--- src/rtl/repeat_event_delay_queue_pkg.sv ---
// rtl/repeat_event_delay_queue_pkg.sv - shared defaults, entry layout and pointer sizing
package repeat_event_delay_queue_pkg;

    localparam int WIDTH_DEF = 8;
    localparam int DEPTH_DEF = 4;
    localparam int DLY_W_DEF = 4;

    localparam int PTR_W = $clog2(DEPTH_DEF);

    // Logical view of one queue entry; the top keeps data, the slot keeps the rest.
    typedef struct packed {
        logic [WIDTH_DEF-1:0] data;
        logic [DLY_W_DEF-1:0] cnt;
        logic                 overdue;
        logic                 occupied;
    } entry_t;

    function automatic int ptr_w(input int depth);
        return (depth <= 2) ? 1 : $clog2(depth);
    endfunction

endpackage

--- src/rtl/repeat_event_delay_queue_delay_slot.sv ---
// rtl/repeat_event_delay_queue_delay_slot.sv - one entry's occupancy, countdown and overdue state
module delay_slot
    import repeat_event_delay_queue_pkg::*;
#(
    parameter int DLY_W = DLY_W_DEF
) (
    input  logic             clk,
    input  logic             rst,
    input  logic             i_load,
    input  logic [DLY_W-1:0] i_delay,
    input  logic             i_pop,
    output logic             o_occupied,
    output logic [DLY_W-1:0] o_cnt,
    output logic             o_overdue
);

    logic             r_occupied;
    logic [DLY_W-1:0] r_cnt;
    logic             r_overdue;

    // A due entry that survives an edge without being popped is marked overdue.
    always_ff @(posedge clk) begin
        if (rst) begin
            r_occupied <= 1'b0;
            r_cnt      <= '0;
            r_overdue  <= 1'b0;
        end else if (i_load) begin
            r_occupied <= 1'b1;
            r_cnt      <= (i_delay == '0) ? DLY_W'(1) : i_delay;
            r_overdue  <= 1'b0;
        end else if (i_pop) begin
            r_occupied <= 1'b0;
            r_cnt      <= '0;
            r_overdue  <= 1'b0;
        end else if (r_occupied) begin
            if (r_cnt == '0) begin
                r_overdue <= 1'b1;
            end else begin
                r_cnt <= r_cnt - 1'b1;
            end
        end
    end

    assign o_occupied = r_occupied;
    assign o_cnt      = r_cnt;
    assign o_overdue  = r_overdue;

endmodule

--- src/rtl/repeat_event_delay_queue.sv ---
// rtl/repeat_event_delay_queue.sv - in-order queue releasing each sample n clock edges after capture
module repeat_event_delay_queue
    import repeat_event_delay_queue_pkg::*;
#(
    parameter int WIDTH = WIDTH_DEF,
    parameter int DEPTH = DEPTH_DEF,
    parameter int DLY_W = DLY_W_DEF
) (
    input  logic                         clk,
    input  logic                         rst,
    input  logic                         cap_valid,
    output logic                         cap_ready,
    input  logic [WIDTH-1:0]             cap_data,
    input  logic [DLY_W-1:0]             cap_delay,
    output logic                         out_valid,
    input  logic                         out_ready,
    output logic [WIDTH-1:0]             out_data,
    output logic                         out_late,
    output logic [$clog2(DEPTH+1)-1:0]   occupancy
);

    localparam int PW    = ptr_w(DEPTH);
    localparam int OCC_W = $clog2(DEPTH+1);

    logic [WIDTH-1:0] r_data [DEPTH];
    logic [WIDTH-1:0] r_last;
    logic [PW-1:0]    r_head;
    logic [PW-1:0]    r_tail;
    logic [OCC_W-1:0] r_occ;

    logic [DEPTH-1:0] w_load;
    logic [DEPTH-1:0] w_pop_sel;
    logic [DEPTH-1:0] w_slot_occ;
    logic [DEPTH-1:0] w_slot_late;
    logic [DLY_W-1:0] w_slot_cnt [DEPTH];

    logic w_push;
    logic w_pop;
    logic w_head_due;

    assign cap_ready  = (r_occ != OCC_W'(DEPTH));
    assign w_head_due = w_slot_occ[r_head] && (w_slot_cnt[r_head] == '0);
    assign w_push     = cap_valid && cap_ready;
    assign w_pop      = w_head_due && out_ready;

    for (genvar i = 0; i < DEPTH; i++) begin : g_slot
        assign w_load[i]    = w_push && (r_tail == PW'(i));
        assign w_pop_sel[i] = w_pop && (r_head == PW'(i));

        delay_slot #(
            .DLY_W (DLY_W)
        ) u_slot (
            .clk        (clk),
            .rst        (rst),
            .i_load     (w_load[i]),
            .i_delay    (cap_delay),
            .i_pop      (w_pop_sel[i]),
            .o_occupied (w_slot_occ[i]),
            .o_cnt      (w_slot_cnt[i]),
            .o_overdue  (w_slot_late[i])
        );
    end

    always_ff @(posedge clk) begin
        if (rst) begin
            r_head <= '0;
            r_tail <= '0;
            r_occ  <= '0;
            r_last <= '0;
            for (int i = 0; i < DEPTH; i++) begin
                r_data[i] <= '0;
            end
        end else begin
            if (w_push) begin
                r_data[r_tail] <= cap_data;
                r_tail         <= r_tail + 1'b1;
            end
            if (w_pop) begin
                r_last <= r_data[r_head];
                r_head <= r_head + 1'b1;
            end
            case ({w_push, w_pop})
                2'b10:   r_occ <= r_occ + 1'b1;
                2'b01:   r_occ <= r_occ - 1'b1;
                default: r_occ <= r_occ;
            endcase
        end
    end

    // Once the queue drains, the last released value stays on the output.
    assign out_valid = w_head_due;
    assign out_data  = w_slot_occ[r_head] ? r_data[r_head] : r_last;
    assign out_late  = w_slot_occ[r_head] && w_slot_late[r_head];
    assign occupancy = r_occ;

endmodule

--- config.mk ---
export PLATFORM = sky130hd
export DESIGN_NAME = repeat_event_delay_queue
export DESIGN_NICKNAME = d
export VERILOG_FILES = /design/src/rtl/repeat_event_delay_queue_pkg.sv /design/src/rtl/repeat_event_delay_queue_delay_slot.sv /design/src/rtl/repeat_event_delay_queue.sv
export SDC_FILE = /design/constraint.sdc
export NUM_CORES = 1
export LEC_CHECK = 0
export BUFFER_PORTS_ARGS = -buffer_cell sky130_fd_sc_hd__buf_2
export CAP_MARGIN = 20
export CORE_MARGIN = 10
export CORE_UTILIZATION = 45
export DETAILED_ROUTE_END_ITERATION = 8
export PLACE_DENSITY = 0.71
export SLEW_MARGIN = 20
export SYNTH_ARGS = -nofsm -noshare
export SYNTH_HDL_FRONTEND = slang
export SYNTH_SLANG_ARGS = --single-unit
--- constraint.sdc ---
create_clock -name clk -period 2.5 [get_ports clk]
set_input_delay 0.5 -clock clk [delete_from_list [all_inputs] [get_ports clk]]
set_output_delay 0.5 -clock clk [all_outputs]
set_load 0.02 [all_outputs]
Word-level counts from Yosys, hierarchy flattened
Memory sizes are Yosys's and may differ from the RTL's. A register that Yosys moved wholly into a read port is not among the register bits.
Cells that the tools add are included.
{ "totals": {"regBits": 39, "ramBits": 32, "in_bits": 16, "memories": 1} }
{ "mem_list": {"columns": ["name", "words", "width", "rd", "rd_ports_with_merged_regs", "wr", "line", "source"], "rows": [
  ["r_data", 4, 8, 1, 1, 4, "repeat_event_delay_queue.sv:25", "logic [WIDTH-1:0] r_data [DEPTH];"]
]} }
{ "classes": {"addsub": 8, "n_lt_le_gt_ge": 2, "n_eq_ne": 13, "muxes": 44, "bitwise": 1, "n_reduce_logical": 42} }
{ "op_table": {"columns": ["operator", "count"], "rows": [
  ["$mux 4", 19],
  ["$logic_not 4->1", 6],
  ["$mux 1", 16],
  ["$mux 8", 2],
  ["$reduce_and 2->1", 8],
  ["$sub 4x1->4 const B", 4],
  ["$logic_and 1x1->1", 12],
  ["$ne 3x1->1 const B", 4],
  ["$reduce_bool 3->1", 4],
  ["$reduce_or 3->1", 4],
  ["$eq 2x2->1 const B", 5],
  ["$reduce_bool 2->1", 5],
  ["$bmux 4 s2", 1],
  ["$reduce_or 8->1", 1],
  ["$eq 2x1->1 const B", 3],
  ["$mux 2", 3],
  ["$pmux 3 s2", 1],
  ["$add 2x1->2 const B", 2],
  ["$bmux 1 s2", 2],
  ["$logic_not 2->1", 2],
  ["$add 3x1->3 const B", 1],
  ["$ge 3x3->1 const B", 1],
  ["$lt 2x3->1 const B", 1],
  ["$ne 3x3->1 const B", 1],
  ["2 further kinds", 2]
]} }

Logic depth before layout (Yosys ltp)
{ "logic_depth": {"word_depth": 10, "depth_mapped": 12, "ltp_nobuf": 10} }

Hierarchy
A second synthesis with hierarchy kept.
{ "hier_totals": {"cells_unflattened": 368, "hier_area_um2": 3875.0} }
{ "modules_own_cells": {"columns": ["mod", "instances", "cells_per_inst", "area_each_um2", "seq_area_each_um2"], "rows": [
  ["repeat_event_delay_queue", 1, 204, 2518.7, 1301.2],
  ["delay_slot", 4, 41, 339.1, 120.1]
]} }

Worst setup path after synthesis
OpenSTA, ideal clock, no wires.
{ "synth_path": {"path_type": "flip-flop to flip-flop", "start": "reg r_occ[2] (netlist: occupancy[2])", "end": "reg r_occ[2] (netlist: occupancy[2])", "setup_ps": 70, "arrival_time_ps": 2509, "required_time_ps": 2430, "setup_slack_ps": -80, "stages_incl_launch_ff": 11, "cell_sequence": "dfxtp_1 -> or3b_4 -> and2_1 -> buf_2 -> inv_2 -> ha_1 -> inv_1 -> fa_1 -> xor2_1 -> or3_1 -> a21oi_1"} }
{ "synth_between": {"elab_chain_cells": 4, "word_cells_on_any_way": 8} }
{ "synth_lines": {"columns": ["element", "line", "source"], "rows": [
  ["start, declared", "repeat_event_delay_queue.sv:29", "logic [OCC_W-1:0] r_occ;"],
  ["start signal, assigned", "repeat_event_delay_queue.sv:83", "2'b10: r_occ <= r_occ + 1'b1;"],
  ["start signal, assigned", "repeat_event_delay_queue.sv:84", "2'b01: r_occ <= r_occ - 1'b1;"],
  ["start signal, assigned", "repeat_event_delay_queue.sv:85", "default: r_occ <= r_occ;"],
  ["$ne 3x3->1 (*)", "repeat_event_delay_queue.sv:41", "assign cap_ready = (r_occ != OCC_W'(DEPTH));"],
  ["via cap_ready", "repeat_event_delay_queue.sv:12", "output logic cap_ready,"],
  ["$logic_and 1x1->1 (*)", "repeat_event_delay_queue.sv:43", "assign w_push = cap_valid && cap_ready;"],
  ["$eq 2x1->1 / $eq 2x2->1 (equally long branches)", "repeat_event_delay_queue.sv:82", "case ({w_push, w_pop})"],
  ["$pmux 3 s2 / $reduce_bool 2->1 (equally long branches)", null, null]
]} }
Mark *: on every way through the listed nets, which the timed path passes. The rest lies on a longest branch.
A chain may end at the register's enable or synchronous reset.

Worst setup path after layout
{ "layout_path": {"start": "reg r_head[0]", "end": "out out_data[1]"} }
{ "layout_between": {"elab_chain_cells": 3} }
{ "layout_lines": {"columns": ["element", "line", "source"], "rows": [
  ["start, declared", "repeat_event_delay_queue.sv:27", "logic [PW-1:0] r_head;"],
  ["start signal, assigned", "repeat_event_delay_queue.sv:80", "r_head <= r_head + 1'b1;"],
  ["$bmux 1 s2", "repeat_event_delay_queue.sv:92", "assign out_data = w_slot_occ[r_head] ? r_data[r_head] : r_last;"],
  ["$mux 1 (not written as such)", "repeat_event_delay_queue.sv:92", null],
  ["$mux 8", "repeat_event_delay_queue.sv:92", null],
  ["end, declared", "repeat_event_delay_queue.sv:17", "output logic [WIDTH-1:0] out_data,"]
]} }
Every way passes these cells. The select of a mux whose other input is x is not followed.

==> metrics.csv <==
stage;metric;value;unit
timing;period_minus_slack;2.44;ns
run_status;status;complete, no violations;
drt;dr_total_vias;2764;
setup_path;critical_path_required;2.00;ns
worst_hold_path;hp-class;input pin to flip-flop;
clock_tree;cts-buffers-inserted;9;
yosys;synth_seq_cells;73;
drt;drt_wl_total;8590;um
final_layout;drive_gt1_share;28.6;%
setup_path;crit_fanout;8;
setup_path;crit_buf_inv;3;
setup_path;cpPeakStageDelay;0.37;ns
setup_path;path_cells;buf_6 > mux2_4 > nor2_2 > a21oi_2 > buf_6 > mux2_4 > buf_4;
global_routing;grt_pass1_wl;14400;um
drt;dr.pass1.iters;4;
yosys;syn_area;3830;um2
setup_path;crit_family;multiplexers;
clock_tree;h-tree-depth;3;
power;power;2.90;mW
yosys;synth_cells;354;
clock_tree;cts.sinks;73;
yosys;synth_commonest_cells;41 x dfxtp_1, 34 x and2_1, 34 x nor2_1;
setup_path;end_kind;output port;
timing;fin_crit_sh;97.6;%
place;port_buffers;29;
timing;fmax;410;MHz
final_layout;finalNetCount;437;
yosys;async_flop_share;0;%
drt;drc;0;
floorplan;start_util;46.4;%
setup_path;critPathKind;flip-flop to output port;
worst_hold_path;hold_depth;3;
timing;finalHoldViolations;0;
setup_path;cpMaxStageDelayCell;dfxtp_2;
floorplan;die_w;112;um
setup_path;r2r_slack;0.11;ns
job;drv_cap;0;
setup_path;r2r_cells;9;
final_layout;syn_to_final_growth;15.7;%
setup_path;cp-start-kind;flip-flop;
floorplan;num_rows;33;
timing;finalSetupViolations;0;
place;post-place-ws;0.0768;ns
timing;setup_slack;0.0592;ns
clock_tree;path_clk_slew;0.08;ns
global_routing;grt_max_degree;30;
global_routing;grt.total_usage;13.8;%
setup_path;worstReg2RegStart;occupancy[1];
yosys;synth_flop_cell;dfxtp_1;
yosys;yosysWarnings;0;
timing;relSlewSlack;57.9;%
floorplan;die_h;112;um
floorplan;dieArea;12600;um2
timing;worst_pin_slew;0.625;ns
timing;timing.hold.ws;0.434;ns
place;hpwl;6180;um
yosys;synth_top_area_share;25.1;%
drt;viasPerCell;5.38;
timing;drv_slew;0;
clock_tree;cts-root-buf;clkbuf_8;
floorplan;core_area;8260;um2
worst_hold_path;min_to;g_slot[2].u_slot.o_cnt[1];
yosys;synth_area_leaders;edfxtp_1 25%, dfxtp_1 21%, and2_1 5.6%;
drt;drtIter0Drc;136;
worst_hold_path;min_from;cap_delay[1];
clock_tree;cts_tree;done;
global_routing;antenna_found_initial;0;
final_layout;antenna_cells;0;
global_routing;grt_overflow;0;
power;vdd.ir_drop.worst;0.000351;V
yosys;synth_top_area_cell;edfxtp_1;
setup_path;timing.rr.end;occupancy[2];
clock_tree;ctsLongestPathBuffers;2;
yosys;synth.distinct_cells;57;
setup_path;crit_arrival;1.94;ns
drt;wl_per_cell;16.7;um
timing;finalClockSkew;0.0105;ns
drt;drtAntennaViolNets;0;
clock_tree;hold_buffers;0;
yosys;post_synth.cell_area_avg;10.8;um2
floorplan;ios;30;
power;total_leakage_power;1.71;nW
global_routing;grt_pass1_vias;2930;
place;gp_congestion;0.908;
yosys;synth_nets;387;
yosys;synth_most_common_cell;dfxtp_1;
yosys;ys_seq_area_share;46.5;%
yosys;synth_enable_flop_cells;32;
clock_tree;insertion_delay;0.35;ns
power;pwr_density_cell;653;nW/um2
-- metrics by stage --
step | utilization, % | TNS, ns | instance area (um2) | cells
6_report | 53.7 | 0 | 4430 | 514
5_1_grt | 53.7 | -0.00345 | 4430 | 514
4_1_cts | 53.1 | 0 | 4380 | 513
3_5_place_dp | 50.9 | 0 | 4200 | 496
3_3_place_gp | 50.9 | 0 | 4200 | 496
2_1_floorplan | - | 0 | 3840 | 354
-- cell families after synthesis --
| logic type | count (synthesis) | share of synthesized area (%) |
|---|---|---|
| XOR/XNOR | 8 | 1.83 |
| adder cells (fa/ha/maj) | 17 | 5.75 |
| multiplexers | 32 | 11.8 |
| AND/OR/NAND/NOR | 134 | 18.9 |
| flip-flops | 73 | 46.5 |
| AO/OA/AOI/OAI | 56 | 11.3 |
| buffers and inverters | 34 | 3.95 |
-- metal layers --
layer,share of wire (%),global-route usage [%]
met1,45,16.8
met2,50,23.4
met3,3.2,3.09
met4,1.5,4.99
met5,0,0
-- what timing repair did --
action	4_1_cts	5_1_grt
resized for setup	2	12
cloned	0	0
setup endpoints to repair	8	9
hold endpoints to repair	0	0
buffers inserted	1	1
-- layout by cell type, fill, tap and decap left out, types with 3 or more instances in the layout --
cell and count:
mux2_2 7, dfxtp_2 4, a31oi_1 4, mux2i_1 12, a21oi_1 16, edfxtp_1 32
nor2_1 33, nor3b_1 3, o22ai_1 4, nand2b_1 3, nor3_1 10, xnor2_1 6
nand2_1 19, mux2_4 4, a21boi_0 3, inv_1 20, ha_1 16, or2_1 3
o21ai_0 6, and3_1 3, buf_4 22, buf_2 27, buf_6 3, dfxtp_1 37
nand3_1 3, nor4_2 4, clkbuf_8 9, mux4_2 9, and2_1 34, or3_1 4
nor4_1 3
-- state kept, by name, summed over array words and instances (netlist names), named ones only --
signal and cells:
g_slot.u_slot.o_cnt 16, g_slot.u_slot.o_occupied 4, g_slot.u_slot.o_overdue 4, occupancy 3, r_data 32, r_head 2
r_last 8, r_tail 2
-- power breakdown --
group / internal (mW) / leakage (nW) / total (mW) / switching [mW]
logic: 0.300 / 0.963 / 0.672 / 0.372
registers: 1.34 / 0.667 / 1.40 / 0.0633
clock network: 0.363 / 0.0831 / 0.821 / 0.457
-- worst max-delay path by stage --
stage / start / end / slack (ns) / depth (start not counted)
finish: r_head[0] / out_data[1] / 0.06 / 7
global route: r_head[0] / occupancy[2] / -0.003 / 11
CTS: r_head[0] / out_data[0] / 0.01 / 7
detailed placement: g_slot[1].u_slot.o_cnt[1] / occupancy[2] / 0.08 / 10
global placement: g_slot[1].u_slot.o_cnt[0] / occupancy[2] / 0.18 / 10
floorplan: r_head[1] / occupancy[2] / 0.001 / 12
-- tightest hold or removal path: stages --
cell and delay (ns):
buf_2 0.12, nand2_1 0.06, a21oi_1 0.07
-- final cells by class --
type                            count  area (um2)
Multi-Input combinational cell    247        1930
Clock inverter                      6        42.5
Timing Repair Buffer               52         334
Tap cell                          105         131
Fill cell                         742        3820
Sequential cell                    73        1790
Inverter                           21        81.3
Clock buffer                       10         128
Note: power is estimated with default switching activity, not from simulation.
